**config.mk**
```make
export PLATFORM = sky130hd
export DESIGN_NAME = spi_byte_sequencer
export DESIGN_NICKNAME = d
export VERILOG_FILES = /design/src/rtl/spi_seq_pkg.sv /design/src/rtl/spi_seq_fifo.sv /design/src/rtl/spi_byte_sequencer.sv
export SDC_FILE = /design/constraint.sdc
export NUM_CORES = 1
export LEC_CHECK = 0
export ABC_AREA = 0
export CELL_PAD_IN_SITES_DETAIL_PLACEMENT = 0
export CELL_PAD_IN_SITES_GLOBAL_PLACEMENT = 1
export CORE_ASPECT_RATIO = 1.5
export CORE_UTILIZATION = 51
export DETAILED_ROUTE_END_ITERATION = 10
export PLACE_DENSITY = 0.92
export SYNTH_ARGS = -nofsm -noshare
export SYNTH_HDL_FRONTEND = slang
export SYNTH_HIERARCHICAL = 1
export SYNTH_SLANG_ARGS = --single-unit
```
**constraint.sdc**
```tcl
create_clock -name clk -period 4.9 [get_ports clk]
set_input_delay 0.98 -clock clk [delete_from_list [all_inputs] [get_ports clk]]
set_output_delay 0.98 -clock clk [all_outputs]
set_load 0.01 [all_outputs]
```
**src/rtl/spi_seq_pkg.sv**
```systemverilog
// Shared types and defaults for the SPI byte sequencer: FSM state encoding,
// the TX FIFO entry layout and default sizing.
package spi_seq_pkg;

  localparam int unsigned DEFAULT_DEPTH   = 4;
  localparam int unsigned DEFAULT_TIMEOUT = 64;

  typedef enum logic [2:0] {
    IDLE,
    LAUNCH,
    WAIT_BUSY,
    WAIT_DONE,
    CAPTURE,
    GAP
  } seq_state_t;

  typedef struct packed {
    logic       last;
    logic [7:0] data;
  } tx_entry_t;

endpackage

```
**src/rtl/spi_seq_fifo.sv**
```systemverilog
// Synchronous FIFO with occupancy count; ready/valid flags are decoded
// combinationally from the registered count.
module spi_seq_fifo #(
  parameter int unsigned WIDTH = 8,
  parameter int unsigned DEPTH = 4
) (
  input  logic             clk,
  input  logic             rst_n,
  input  logic             push,
  input  logic [WIDTH-1:0] wdata,
  input  logic             pop,
  output logic [WIDTH-1:0] rdata,
  output logic             not_full,
  output logic             not_empty
);

  localparam int unsigned AW = (DEPTH > 1) ? $clog2(DEPTH) : 1;
  localparam int unsigned CW = $clog2(DEPTH) + 1;

  logic [WIDTH-1:0] mem [DEPTH];
  logic [AW-1:0]    wr_ptr;
  logic [AW-1:0]    rd_ptr;
  logic [CW-1:0]    count;
  logic             do_push;
  logic             do_pop;

  assign not_full  = (count != CW'(DEPTH));
  assign not_empty = (count != '0);
  assign do_push   = push && not_full;
  assign do_pop    = pop && not_empty;
  assign rdata     = mem[rd_ptr];

  // NOTE: storage is deliberately not reset; pointers and count alone define
  // which entries are meaningful, so resetting the array would only cost logic.
  always_ff @(posedge clk) begin
    if (do_push) mem[wr_ptr] <= wdata;
  end

  // Pointers wrap naturally because DEPTH is a power of two.
  always_ff @(posedge clk) begin
    if (!rst_n) begin
      wr_ptr <= '0;
      rd_ptr <= '0;
      count  <= '0;
    end else begin
      if (do_push) wr_ptr <= wr_ptr + AW'(1);
      if (do_pop)  rd_ptr <= rd_ptr + AW'(1);
      case ({do_push, do_pop})
        2'b10:   count <= count + CW'(1);
        2'b01:   count <= count - CW'(1);
        default: count <= count;
      endcase
    end
  end

endmodule

```
**src/rtl/spi_byte_sequencer.sv**
```systemverilog
// Byte-stream front end for an SPI driver: TX/RX buffering, one start pulse
// per byte, chip-select framing and a sticky no-response timeout.
module spi_byte_sequencer
  import spi_seq_pkg::*;
#(
  parameter int unsigned DEPTH   = DEFAULT_DEPTH,
  parameter int unsigned TIMEOUT = DEFAULT_TIMEOUT
) (
  input  logic       clk,
  input  logic       rst_n,
  input  logic [7:0] tx_data,
  input  logic       tx_last,
  input  logic       tx_valid,
  output logic       tx_ready,
  output logic [7:0] rx_data,
  output logic       rx_valid,
  input  logic       rx_ready,
  output logic [7:0] spi_data_in,
  output logic       spi_start,
  input  logic       spi_en,
  input  logic [7:0] spi_data_out,
  output logic       cs_n,
  output logic       err_timeout
);

  localparam int unsigned TW = $clog2(TIMEOUT);

  seq_state_t    state;
  tx_entry_t     tx_wentry;
  tx_entry_t     tx_head;
  logic          tx_not_empty;
  logic          rx_not_full;
  logic          launch_go;
  logic          rx_push;
  logic          held_last;
  logic [TW-1:0] timer;

  assign tx_wentry = '{last: tx_last, data: tx_data};
  assign launch_go = (state == IDLE) && tx_not_empty && rx_not_full && !err_timeout;
  assign rx_push   = (state == CAPTURE);

  spi_seq_fifo #(.WIDTH(9), .DEPTH(DEPTH)) u_tx_fifo (
    .clk       (clk),
    .rst_n     (rst_n),
    .push      (tx_valid),
    .wdata     (tx_wentry),
    .pop       (launch_go),
    .rdata     (tx_head),
    .not_full  (tx_ready),
    .not_empty (tx_not_empty)
  );

  spi_seq_fifo #(.WIDTH(8), .DEPTH(DEPTH)) u_rx_fifo (
    .clk       (clk),
    .rst_n     (rst_n),
    .push      (rx_push),
    .wdata     (spi_data_out),
    .pop       (rx_ready),
    .rdata     (rx_data),
    .not_full  (rx_not_full),
    .not_empty (rx_valid)
  );

  // spi_start is registered on the IDLE->LAUNCH edge so it is high for
  // exactly the LAUNCH cycle; the RX space check in IDLE makes CAPTURE safe.
  always_ff @(posedge clk) begin
    if (!rst_n) begin
      state       <= IDLE;
      spi_start   <= 1'b0;
      spi_data_in <= 8'h00;
      cs_n        <= 1'b1;
      err_timeout <= 1'b0;
      held_last   <= 1'b0;
      timer       <= '0;
    end else begin
      case (state)
        IDLE: begin
          if (launch_go) begin
            held_last   <= tx_head.last;
            spi_data_in <= tx_head.data;
            spi_start   <= 1'b1;
            cs_n        <= 1'b0;
            state       <= LAUNCH;
          end
        end
        LAUNCH: begin
          spi_start <= 1'b0;
          timer     <= TW'(TIMEOUT - 1);
          state     <= WAIT_BUSY;
        end
        WAIT_BUSY: begin
          // Firing on the edge where the counter steps to zero makes the
          // error land exactly TIMEOUT cycles after the start pulse rose.
          if (spi_en) begin
            state <= WAIT_DONE;
          end else if (timer == TW'(1)) begin
            timer       <= '0;
            err_timeout <= 1'b1;
            cs_n        <= 1'b1;
            state       <= IDLE;
          end else begin
            timer <= timer - TW'(1);
          end
        end
        WAIT_DONE: begin
          if (!spi_en) state <= CAPTURE;
        end
        CAPTURE: begin
          if (held_last) cs_n <= 1'b1;
          state <= GAP;
        end
        GAP:     state <= IDLE;
        default: state <= IDLE;
      endcase
    end
  end

endmodule

```
# After elaboration in Yosys (flattened, before gate mapping)
# Memory sizes are Yosys's and may differ from the RTL's. A register that Yosys moved wholly into a read port is not among the register bits.
# Cells that the tools add are included.
[totals]
register_bits = 26
latch_bits = 0
mem_bits_rw = 68
romBits = 0
in_bits = 22
out_inout_bits = 21
wordCells = 86
n_memories = 2
[op_classes]
addsub = 9
mul = 0
div = 0
order_cmp = 0
n_eq_ne = 17
shifts = 0
n_mux = 23
bitwise_logic = 1
n_reduce_logical = 23
[memory_table]
columns = ["name", "words", "word_bits", "read_ports", "rd_clocked_by_memory_dff", "wr", "line_no", "text"]
rows = [
  ["u_tx_fifo.mem", 4, 9, 1, 1, 1, "spi_seq_fifo.sv:20", "logic [WIDTH-1:0] mem [DEPTH];"],
  ["u_rx_fifo.mem", 4, 8, 1, 1, 1, "spi_seq_fifo.sv:20", ""],
]
[ops]
columns = ["cell", "n"]
rows = [
  ["$pmux W3 S5", 1],
  ["$mux W3", 4],
  ["$mux W6", 2],
  ["$pmux W3 S2", 2],
  ["$pmux W6 S2", 1],
  ["$mux W1", 9],
  ["$ne A3 B3 Y1 const B", 3],
  ["$reduce_bool A3 Y1", 3],
  ["$add A2 B1 Y2 const B", 4],
  ["$ne A2 B2 Y1 const B", 4],
  ["$reduce_bool A2 Y1", 4],
  ["$logic_and A1 B1 Y1", 7],
  ["$add A3 B1 Y3 const B", 2],
  ["$eq A3 B2 Y1 const B", 2],
  ["$eq A6 B1 Y1 const B", 1],
  ["$reduce_and A2 Y1", 3],
  ["$reduce_and A3 Y1", 2],
  ["$sub A3 B1 Y3 const B", 2],
  ["$sub A6 B1 Y6 const B", 1],
  ["$reduce_and A5 Y1", 1],
  ["$eq A2 B1 Y1 const B", 2],
  ["$eq A2 B2 Y1 const B", 2],
  ["$mux W2", 2],
  ["$eq A3 B1 Y1 const B", 1],
  ["other kinds (7)", 8],
]

# Logic depth before layout (Yosys ltp)
# Gate-level depths: netlist (run 1).
[logic_depth]
word_depth = 7
mapped_depth = 13
ltp_nobuf = 12

# Modules after synthesis
# Netlist (run 1), hierarchy kept.
[by_module_without_submodules]
columns = ["mod", "n_inst", "cells_each", "area_per_inst_um2"]
rows = [
  ["spi_seq_fifo (u_tx_fifo)", 1, 99, 1790.5],
  ["spi_seq_fifo (u_rx_fifo)", 1, 94, 1647.8],
  ["spi_byte_sequencer", 1, 104, 948.4],
]

# Worst setup path before layout (run 1)
# No wires, ideal clock.
[synth_path]
kind = "register to register"
startpoint = "register u_rx_fifo.count[0]"
endpoint = "register u_tx_fifo.count[2]"
setup_ns = 0.076
arrival_time_ns = 2.633
setup_slack_ns = 2.192
stages_incl_launch_ff = 14
path_cell_list = "dfxtp_1 > nor2_1 > nand2_1 > nand3b_1 > or4_1 > buf_2 > inv_1 > o31a_2 > ha_1 > inv_1 > fa_1 > xor2_1 > or3_1 > a21boi_0"
[synth_between]
elab_chain_len = 6
elab_cells_between_ends = 8
cone_classes = "eq/ne: 3; mux: 1; reduce/logical: 4"
[synth_rtl]
columns = ["item", "line_no", "text"]
rows = [
  ["start, declared", "spi_seq_fifo.sv:23", "logic [CW-1:0] count;"],
  ["start signal, assigned", "spi_seq_fifo.sv:49", "2'b10: count <= count + CW'(1);"],
  ["start signal, assigned", "spi_seq_fifo.sv:50", "2'b01: count <= count - CW'(1);"],
  ["start signal, assigned", "spi_seq_fifo.sv:51", "default: count <= count;"],
  ["$ne A3 B3 Y1 *", "spi_seq_fifo.sv:27", "assign not_full = (count != CW'(DEPTH));"],
  ["via rx_not_full", "spi_byte_sequencer.sv:32", "logic rx_not_full;"],
  ["$logic_and A1 B1 Y1 * (2 in series)", "spi_byte_sequencer.sv:39", "assign launch_go = (state == IDLE) && tx_not_empty && rx_not_full && !err_timeout;"],
  ["via launch_go", "spi_byte_sequencer.sv:33", "logic launch_go;"],
  ["$logic_and A1 B1 Y1 *", "spi_seq_fifo.sv:30", "assign do_pop = pop && not_empty;"],
  ["via u_tx_fifo.do_pop", "spi_seq_fifo.sv:25", "logic do_pop;"],
  ["$eq A2 B1 Y1 or $eq A2 B2 Y1 (tied branches)", "spi_seq_fifo.sv:48", "case ({do_push, do_pop})"],
  ["$pmux W3 S2 or $reduce_bool A2 Y1 (tied branches)", "n/a", ""],
  ["end signal, assigned", "spi_seq_fifo.sv:49", ""],
  ["end signal, assigned", "spi_seq_fifo.sv:50", ""],
  ["end signal, assigned", "spi_seq_fifo.sv:51", ""],
  ["end, declared", "spi_seq_fifo.sv:23", ""],
]
# Mark *: on every way through the listed nets, which the timed path passes. The rest lies on a longest branch.
# A chain may end at the register's enable or synchronous reset.

# Worst setup path in the final report (run 1)
[layout_path]
startpoint = "register u_rx_fifo.count[1]"
endpoint = "register u_tx_fifo.count[2]"
# Same word-level chain as after synthesis.

==> metrics list, run 1 <==
- Area occupied by multi-input gates: 1440 µm²
* HPWL after DPL: about 5400 µm
- Vias per Instance: ~5.3
* Core area: 8362 µm²
- Number of cell rows: 41
* Deepest clock path buffer count: 2
- The first detailed-routing pass ran for 4 iterations.
- The die is 77.73 µm wide.
- Number of endpoints with negative hold slack in the final report: 0
* Cell count after synthesis: 297
- Full die area: 8984 µm²
- Worst min-delay path class: reg2reg
- By count the netlist is led by edfxtp_1, dfxtp_1, nand2_1.
* Required time at the endpoint of the critical path: 5.17 ns
- Fin crit period: 3.083 ns
- Counting flops and latches in the post-synthesis netlist gives 107.
* Number of flops mapped to enable cells by yosys: 68
* Effective utilization at floorplan: between 50 and 60%
* Seq/Total Area, Yosys: 64.35%
- Clock insertion delay at the later pin of the skew report: 0.34 ns
- Entering global routing, the biggest net connects 26 pins.
- The detailed router finished its first iteration with ~90 violations.
* Post-CTS setup repair buffer count: 0
* Worst setup skew after layout: 0.006356 ns
* Average wire per standard cell: approximately 16 µm
- Post-synth design cell area: about 4400 µm²
- Part of the cycle the worst path needs: between 60 and 70%
* Remaining antenna violation count after routing: 0
- After detailed routing, the number of remaining DRC violations is 0.
- The final route contains about 2400 vias.
- Transition at the pin with the smallest max-transition slack: 0.8009 ns
- Counting every net in the synthesized netlist gives 333.
* Kind of start point of the critical path: register
- Synth unique cells: 41
- The count of buffers added on input and output ports is 42.
- The post-route netlist has a little under an eighth of its cells at a drive strength greater than 1.
- Counting every sink on the clock net gives 107.
- Number of buffers inserted during clock tree synthesis: 9
- The number of global-route vias before repair is 2514.
- Y dimension of the die: 115.6 µm
* RSZ-0062 raised after global routing: no
- Area share of the largest cell type after synthesis: 46.55%
- Number of max-cap violations: 0
- Data arrival time of the worst path: 3.35 ns
- Based on the critical path, the design can be clocked at up to 324.4 MHz.
- P&R area growth vs syn: 17.97%
- Power density over the cells: 469.7 nW/µm²
* Final slew viol count: 0
* Total of warnings raised by yosys: 6
- The H-tree was split into 3 levels.
- Clock tree from TritonCTS: done
* Tot GR Track Use: 18.21%
- Number of fillers in the final layout: 630
- After global routing the overflow that remains totals 0.
* Critical path capture point type: register
- The repair_antennas step left the layout with diodes totalling 0.
- During I/O placement, the number of pins put on the boundary was 43.
- Post-layout power: 2.431 mW
- The run finished with clean final reports.
- After synthesis, the mean cell area works out to 14.77 µm².
- In the final layout, flip-flops and latches occupy 2823 µm².
- Largest fanout of any net on the critical path: 10
- Cell area after layout: 5175 µm²
- Number of nets in the final layout: about 380
- Library cell occupying the most area in the post-synthesis netlist: edfxtp_1
- Aggregate routed wire length: 7379 µm
* Cts hold-fix bufs: 0
- Setup TNS: 0 ns
* Number of instances resized during post-cts repair: 0
- Worst hold-check slack: 0.4877 ns
* Start-to-end type of the worst setup path: reg2reg
- Max rail drop VDD: around 0.36 mV
- The number of antenna violations at the first check in global routing was 0.
* Post-layout utilization of the core: 61.89%
* Cell types with the largest area share after synthesis: edfxtp_1, dfxtp_1, mux4_2, ha_1, mux2i_1
* Async S/R FF share, synth: 0%
- Max-slew headroom: 46.44%
- The first global-routing pass estimated around 12000 µm of wire.
- The congestion estimate from routability-driven global placement came to ~0.77.
* Leakage power: 1.782 nW
* Root cell of the clock tree: clkbuf_16
- Setup violations remaining at the end of the flow were counted as 0.
* Clock transition at the registers of the reported paths: 0.07 ns
- In this run the cell area measured after placement is 4881 µm².
- Yosys instantiated no cell more often than edfxtp_1.
* Flip-flop cell with the highest count after synthesis: edfxtp_1
stage by stage:
step	instances	setup slack, ns
2_1_floorplan	297	2.192
3_3_place_gp	435	1.704
3_5_place_dp	435	1.464
4_1_cts	451	1.785
5_1_grt	451	1.526
6_report	451	1.817
area by class of cell:
class,count,share of cell area [%]
clock buffer,10,4.425
sequential,107,54.55
multi-input combinational,162,27.83
timing repair buffer,42,8.124
clock inverter,6,1.257
inverter,17,1.233
tap,107,2.587
cells by family after synthesis:
| kind of cell | Yosys count | synth area share [%] |
|---|---|---|
| flip-flops | 107 | 64.35 |
| AND/OR/NAND/NOR | 74 | 9.070 |
| multiplexers | 30 | 11.69 |
| XOR/XNOR | 8 | 1.597 |
| AO/OA/AOI/OAI | 36 | 6.133 |
| adder cells (fa/ha/maj) | 14 | 4.335 |
| buffers and inverters | 28 | 2.824 |
layer usage:
metal	part of all wire (%)	vias up	wire, µm	GRT usage (%)
li1	-	1181	-	-
met1	37	1172	2717	17.34
met2	58	45	4247	35.63
met3	4.0	8	294	5.276
met4	1.6	0	119	7.925
met5	0	-	0	0
sequential cells by signal, indices dropped and copies added, names as in the netlist, 3 cells and up, named ones only:
register / flops
spi_data_in: 8
state: 3
timer: 6
u_rx_fifo/mem: 32
u_tx_fifo/mem: 36
u_rx_fifo/count: 3
u_tx_fifo/count: 3
where the power goes:
| part | switching, mW | leakage (nW) | internal (mW) |
|---|---|---|---|
| combinational | 0.271 | 0.701 | 0.279 |
| sequential | 0.106 | 0.936 | 1.08 |
| clock | 0.301 | 0.144 | 0.397 |
path summary, 6_finish.rpt:
| kind | cells past startpoint | from | end | slack, ns |
|---|---|---|---|---|
| max | 12 | u_rx_fifo/count[1]$_SDFFE_PN0P_ | u_tx_fifo/count[2]$_SDFFE_PN0P_ | 1.82 |
| min | 2 | timer[5]$_SDFFE_PN0P_ | timer[5]$_SDFFE_PN0P_ | 0.49 |
| max reg2reg | 12 | u_rx_fifo/count[1]$_SDFFE_PN0P_ | u_tx_fifo/count[2]$_SDFFE_PN0P_ | 1.82 |
| min reg2reg | 2 | timer[5]$_SDFFE_PN0P_ | timer[5]$_SDFFE_PN0P_ | 0.49 |
worst max-delay path, stage by stage, from the launching register on:
cell	delay, ns
dfxtp_1	0.44
nor2_1	0.11
nand2_1	0.09
nand3b_1	0.11
or4_1	0.69
inv_1	0.19
o31a_2	0.18
ha_1	0.17
inv_1	0.06
fa_1	0.37
xor2_1	0.16
or3_1	0.29
a21boi_0	0.15
layout by cell type, fill, tap and decap left out, drive strengths merged, types with 3 or more instances in the layout:
cell type	count
o311ai	3
xnor2	6
mux4	17
a211oi	4
clkdlybuf4s50	42
nor3	4
nand2	18
nor2b	8
ha	12
a21oi	6
a31oi	3
clkinv	5
a21boi	4
clkbuf	10
nor2	16
inv	17
and2	17
dfxtp	39
o21ai	8
edfxtp	68
or3	6
mux2i	13
Power figures use the tool's default switching activity.
==> run 2: changes to the inputs <==
- CORE_UTILIZATION: 51 -> 47
- PLACE_DENSITY: 0.92 -> 0.87
- clock period: 4.9 -> 3 ns (I/O delays scaled with it)
==> run 2 against run 1 <==
Against the previous run:
- sequential share of layout area fell by 0.46 points
- highest routed layer unchanged
- cell area up 0.94%
- largest cell class unchanged
- power rose by 66%
==> metrics list, run 2 (synthesis gave the netlist of run 1 again) <==
* Final Setup Violations: 0 (unchanged)
- Input/output buffers: 42 (unchanged)
- Remaining antenna violation count after routing: 0 (unchanged)
* Detailed Routing Iterations Pass 1: 4 (unchanged)
- Most frequent cells in the layout: edfxtp_1, clkdlybuf4s50_1, dfxtp_1
- Register containing the most flip-flops in the final layout: u_tx_fifo/mem
- Grt total ovfl: 0 (unchanged)
- Root cell of the clock tree: clkbuf_16
- The clock net sink count is 107 (unchanged).
- Worst setup skew after layout: 0.005984 ns (-0.0003717 ns)
- The hold buffer count at CTS was 0 (unchanged).
- Via total after detailed routing: 2400 (-0.25%)
* Largest fanout of any net on the critical path: 7 (-3)
* Number of fillers in the final layout: 710 (+13%)
- The power per unit of standard cell area is 773.4 nW/µm² (+65%).
* Part of the cycle the worst path needs: 93.41% (+31 points)
- The number of buffers inserted by post-CTS setup repair was 0 (unchanged).
* Highest achievable clock rate: 356.8 MHz (+10%)
- The slowest stage of the critical path belongs to the cell dfxtp_1.
* Effective utilization at floorplan: 49.10% (-3.4 points)
- Setup TNS: 0 ns (unchanged)
- Most Frequent Cell on Critical Path: inv_1
- The clock tree buffer depth is 2 (unchanged).
* Top Family by Delay on Critical Path: simple AND/OR/NAND/NOR gates
* P&R area growth vs syn: 19.08%
- The top-level I/O count was 43 (unchanged).
- The final critical path time including I/O delays and setup came to 2.802 ns (-0.2801 ns).
* Clock insertion delay at the later pin of the skew report: 0.34 ns (about the same)
* Critical path capture point type: register
* Kind of start point of the critical path: register
- Number of instances resized during post-cts repair: 0 (unchanged)
- Leaving out fill and tap cells, the most frequent cell in the layout is edfxtp_1.
- Wire length of the first global-routing pass: 11810 µm (-1.2%)
- Die width: 80.88 µm (+4.1%)
- The number of buffers created by CTS was 9 (unchanged).
- The number of buffers and inverters on the critical path came to 2 (unchanged).
- The worst setup path is of the reg2reg kind.
- The delay of the slowest critical-path stage was 0.45 ns (-0.24 ns).
- The required time at the endpoint of the critical path is 3.27 ns (-1.90 ns).
* Clock transition at the registers of the reported paths: 0.06 ns (about the same)
- Max rail drop VDD: 0.4538 mV (+27%)
- Data arrival time of the worst path: 3.07 ns (-0.28 ns)
- Ant. Diodes: 0 (unchanged)
* Max FFs per register: 36 (unchanged)
- The floorplan die area is 9731 µm² (+8.3%).
- Y dimension of the die: 120.3 µm (+4.1%)
- The number of design-rule violations left by the first detailed-router iteration came to 71 (-19%).
* Leakage power: 1.808 nW (+1.5%)
* Worst hold-check slack: 0.4978 ns (+0.01015 ns)
- The pin count of the biggest net entering global routing is 25 (-3.8%).
- Final slew viol count: 0 (unchanged)
- Number of endpoints with negative hold slack in the final report: 0 (unchanged)
- The final HPWL from detailed placement came to 5142 µm (-4.3%).
- Number of antenna violations at the first check in global routing: 0 (unchanged)
* Number of global-route vias before repair: 2493 (-0.84%)
- The detail-routed via count per cell is 5.252 (-1.6%).
* Max-slew headroom: 58.43% (+12 points)
* Aggregate routed wire length: 7266 µm (-1.5%)
- Average wire per standard cell: 15.90 µm (-2.8%)
- Tot GR Track Use: 16.91% (-1.3 points)
* Cell-by-cell trace of the critical path: or3_2 -> nand3b_1 -> or4_1 -> inv_1 -> o31a_2 -> ha_1 -> inv_1 -> fa_1 -> xor2_1 -> or3_1 -> a21boi_0
- Final GP Congestion: 0.7729 (+0.87%)
- Number of nets in the final layout: 379 (+1.1%)
* Number of remaining DRC errors: 0 (unchanged)
- Layout cell share with drive strength beyond 1: 12.97% (+1.3 points)
* Worst min-delay path class: reg2reg
* Core area: 8934 µm² (+6.8%)
- Maximum level of the CTS H-tree: 3 (unchanged)
* Number of cell rows: 42 (+2.4%)
- The number of max-cap violations is 0 (unchanged).
* Registers with the highest flip-flop counts: u_tx_fifo/mem (36), u_rx_fifo/mem (32), spi_data_in (8)
* Run status: finished, final reports clean
- Setup repair after global routing left no endpoint under its margin.
- Transition at the pin with the smallest max-transition slack: 0.6228 ns (-0.1782 ns)
- Clock tree from TritonCTS: done
[run 2: stage by stage]
step	setup slack, ns	util (%)	instances	total power [mW]	area [µm²]
2_1_floorplan	0.2917	-	297	2.528	4387
6_report	0.1976	58.47	457	4.040	5224
3_5_place_dp	0.1798	55.01	442	2.867	4915
4_1_cts	0.1212	58.45	457	4.083	5221
3_3_place_gp	0.3386	55.01	442	2.835	4915
5_1_grt	0.01358	58.47	457	4.252	5224
[run 2: report_power, final]
part	switching, mW	internal (mW)
registers	0.162	1.76
logic	0.443	0.468
clock network	0.482	0.725
total	1.09	2.95
[run 2: final cells by class]
class / instances / area (µm²) / share of cell area [%]
clock buffer: 10 / 229.0 / 4.383
clock inverter: 5 / 77.57 / 1.485
inverter: 17 / 63.81 / 1.222
multi-input combinational: 162 / 1440 / 27.57
sequential: 107 / 2825 / 54.08
tap: 110 / 137.6 / 2.635
timing repair buffer: 46 / 450.4 / 8.623
[run 2: worst min-delay path: cells and delay by family (launching register included)]
family        cells  cell delay, ns
simple gates      1            0.06
flops             1            0.34
mux               1            0.05
[run 2: per-layer routing]
metal,global-route usage (%),share of wire (%),routed length (µm)
met1,16.47,38,2783
met2,31.62,56,4076
met3,3.094,3.2,229
met4,10.27,2.4,176
met5,0,0,0
[run 2: path summary, 6_finish.rpt]
check	from	slack [ns]	cells after the start	end
worst max-delay path	u_tx_fifo/count[2]$_SDFFE_PN0P_	0.20	11	u_tx_fifo/count[2]$_SDFFE_PN0P_
worst min-delay path	u_rx_fifo/wr_ptr[1]$_SDFFE_PN0P_	0.50	2	u_rx_fifo/wr_ptr[1]$_SDFFE_PN0P_
worst max register to register	u_tx_fifo/count[2]$_SDFFE_PN0P_	0.20	11	u_tx_fifo/count[2]$_SDFFE_PN0P_
worst min register to register	u_rx_fifo/wr_ptr[1]$_SDFFE_PN0P_	0.50	2	u_rx_fifo/wr_ptr[1]$_SDFFE_PN0P_
==> run 3: changes to the inputs <==
- CELL_PAD_IN_SITES_DETAIL_PLACEMENT: 0 -> unset
- CELL_PAD_IN_SITES_GLOBAL_PLACEMENT: 1 -> unset
- CORE_UTILIZATION: 47 -> 56
- PLACE_DENSITY: 0.87 -> 0.86
==> run 3 against run 2 <==
Against the previous run:
- sequential share of layout area grew 0.30 points
- worst setup slack improved by 0.043 ns
- register-to-register slack gained 0.04 ns
- clock skew shrank 0.0021 ns
- hold slack lost 0.0051 ns
==> metrics list, run 3 (synthesis gave the netlist of run 1 again) <==
- The setup total negative slack is 0 ns (unchanged).
- GR met1 Demand/Resource: 20.33% (+3.9 points)
* Power share of the sequential group: 48.2% (+0.6 points)
- Most frequent cells in the layout: edfxtp_1, clkdlybuf4s50_1, dfxtp_1
* Most utilized layer in the global route result: met2
* Most Frequent Cell on Critical Path: inv_1
- The met3 routing resource usage after global routing was 4.745% (+1.7 points).
* Worst path buffer plus inverter count: 2 (unchanged)
- The routability-driven placement congestion ratio is 0.8047 (+4.1%).
* Area taken by flip-flops and latches: 2823 µm² (about the same)
- Cts hold-fix bufs: 0 (unchanged)
* Number of global-route vias before repair: 2614 (+4.9%)
* Number of buffers inserted during clock tree synthesis: 9 (unchanged)
* Max-slew headroom: 58.63% (+0.21 points)
- The largest registers in the layout are u_tx_fifo/mem (36), u_rx_fifo/mem (32), spi_data_in (8).
* Max FFs per register: 36 (unchanged)
- Final Setup Violations: 0 (unchanged)
- Remaining antenna violation count after routing: 0 (unchanged)
- The part of the cycle the worst path needs came to 91.97% (-1.4 points).
- The quantity of gates resized following cts was 0 (unchanged).
- Highest achievable clock rate: 362.4 MHz (+1.6%)
- P&R area growth vs syn: 18.31%
* Number of cell rows: 39 (-7.1%)
- The switching fraction of total power was 28.05% (+1.1 points).
- Full die area: 8199 µm² (-16%)
* Worst reg-to-reg path cell count: 12 (+1)
* Aggregate routed wire length: 7549 µm (+3.9%)
- The DRC violations left was 0 (unchanged).
- RSZ-0062 raised after global routing: no
* Internal Dissipation: 2.873 mW (-2.7%)
- Critical path capture point type: register
- Largest net degree at the start of global routing: 26 (+4.0%)
- Ant. Diodes: 0 (unchanged)
- Critical path's slowest cell: or4_1
* HPWL after DPL: 5262 µm (+2.3%)
* Leakage power: 1.792 nW (-0.90%)
- The post-route cell area is 5190 µm² (-0.65%).
- Effective utilization at floorplan: 57.63% (+8.5 points)
- Clock insertion delay at the later pin of the skew report: 0.34 ns (about the same)
- The largest driver fanout on the critical path is 6 (-1).
- The overall via count from detail_route was 2492 (+3.8%).
* Layout cell share with drive strength beyond 1: 12.39% (-0.58 points)
- Number of endpoints with negative hold slack in the final report: 0 (unchanged)
* Detailed Routing Iterations Pass 1: 4 (unchanged)
* Core area: 7612 µm² (-15%)
- Number of max-cap violations: 0 (unchanged)
- The worst slack after detailed placement is 0.2592 ns (+0.07940 ns).
* Highest cell delay on the worst timing path: 0.44 ns (about the same)
- Wire length of the first global-routing pass: 12050 µm (+2.0%)
- Most common library cell in the layout ignoring fill and taps: edfxtp_1
- The tree is rooted in a clkbuf_16.
- The transition time of the tightest slew-check pin came to 0.6197 ns (-0.003099 ns).
- Number of nets in the final layout: 378 (-0.26%)
* Worst min-delay path class: reg2reg
- Logic depth of the worst setup path including buffers: 12 (+1)
- The number of levels in the clock H-tree is 3 (unchanged).
* Average wire per standard cell: 16.81 µm (+5.7%)
- The setup path with the least slack is of type reg2reg.
* Post-CTS setup repair buffer count: 0 (unchanged)
- The top-level I/O count came to 43 (unchanged).
- Number of fillers in the final layout: 526 (-26%)
* Tot GR Track Use: 20.23% (+3.3 points)
- The number of cells on the worst hold path is 2 (unchanged).
* Run status: finished, final reports clean
* Register containing the most flip-flops in the final layout: u_tx_fifo/mem
- STA classifies the critical path startpoint as a register.
* Number of antenna violations at the first check in global routing: 0 (unchanged)
- The data arrival time of the worst path came to 3.02 ns (-0.05 ns).
- Relative contribution of combinational cells to total power: 23.2% (+0.6 points)
* Cell-by-cell trace of the critical path: nor2_1 -> nand2_1 -> nand3b_1 -> or4_1 -> inv_1 -> o31a_2 -> ha_1 -> inv_1 -> fa_1 -> xor2_1 -> or3_1 -> a21boi_0
* Input/output buffers: 42 (unchanged)
* Worst setup skew after layout: 0.003874 ns (-0.002110 ns)
* Placed Instance Area: 4897 µm² (-0.36%)
* Clock transition at the registers of the reported paths: 0.06 ns (about the same)
- The die extent in y came to 110.4 µm (-8.2%).
- Required time at the endpoint of the critical path: 3.26 ns (about the same)
* DRC marker count from the first detailed-route iteration: 124 (+75%)
* Post-layout utilization of the core: 68.18% (+9.7 points)
- Top Family by Delay on Critical Path: simple AND/OR/NAND/NOR gates
- The final critical path time including I/O delays and setup came to 2.759 ns (-0.04328 ns).
- The maximum resistive drop on vdd was 0.6137 mV (+35%).
- The power share of the clock group came to 28.6% (-1.3 points).
- The detail-routed via count per cell was 5.550 (+5.7%).
- Grt total ovfl: 0 (unchanged)
- Clock tree from TritonCTS: done
- The met2 demand-to-capacity share in global routing came to 36.79% (+5.2 points).
- Reported net switching power: 1.120 mW (+3.0%)
- The horizontal die dimension came to 74.27 µm (-8.2%).
* Area occupied by multi-input gates: 1440 µm² (unchanged)
* Final slew viol count: 0 (unchanged)
- The clock net sink count came to 107 (unchanged).
- The power per unit of standard cell area came to 769.3 nW/µm² (-0.53%).
- The clock tree buffer depth is 2 (unchanged).
* Final WS setup: 0.2409 ns (+0.04328 ns)
run 3: changes by cell type in the layout (fill, tap and decap cells not counted), sizes merged:
cell,before,now
bufinv,2,1
clkinvlp,0,1
buf,4,3
clkinv,3,4
run 3: routing by layer:
| metal | share of wire [%] | vias up |
|---|---|---|
| met1 | 37 | 1231 |
| met2 | 57 | 61 |
| met3 | 4.1 | 16 |
| met5 | 0 | - |
| li1 | - | 1184 |
| met4 | 2.6 | 0 |
run 3: worst min-delay path: cells and delay by family (launching register included):
family	cells	cell delay (ns)
flops	1	0.32
simple gates	1	0.06
compound gates	1	0.06
run 3: path summary, 6_finish.rpt:
check	start	slack, ns	endpoint
max	u_rx_fifo/count[0]$_SDFFE_PN0P_	0.24	u_tx_fifo/count[2]$_SDFFE_PN0P_
min reg2reg	timer[5]$_SDFFE_PN0P_	0.49	timer[5]$_SDFFE_PN0P_
max reg2reg	u_rx_fifo/count[0]$_SDFFE_PN0P_	0.24	u_tx_fifo/count[2]$_SDFFE_PN0P_
min	timer[5]$_SDFFE_PN0P_	0.49	timer[5]$_SDFFE_PN0P_
run 3: power groups by stage:
stage	Sequential (mW)	Clock (mW)	Combinational, mW
2_1_floorplan	1.91	0	0.619
3_3_place_gp	1.94	0	0.885
3_5_place_dp	1.95	0	0.919
4_1_cts	1.92	1.17	0.933
5_1_grt	1.95	1.22	1.02
6_report	1.93	1.14	0.926
run 3: metrics by stage:
step	hold slack (ns)	total power [mW]	cells
CTS	0.5047	4.025	449
detailed placement	0.4881	2.869	433
global placement	0.4652	2.822	433
global route	0.5239	4.187	449
finish	0.4927	3.993	449
floorplan	0.4546	2.528	297
run 3: cell type report:
| type | count | share of cell area [%] |
|---|---|---|
| flip-flops and latches | 107 | 54.39 |
| multi-input cells | 162 | 27.75 |
| repair buffers | 45 | 8.534 |
| clock buffers | 10 | 4.412 |
| well taps | 102 | 2.459 |
| clock inverters | 6 | 1.230 |
| inverters | 17 | 1.230 |
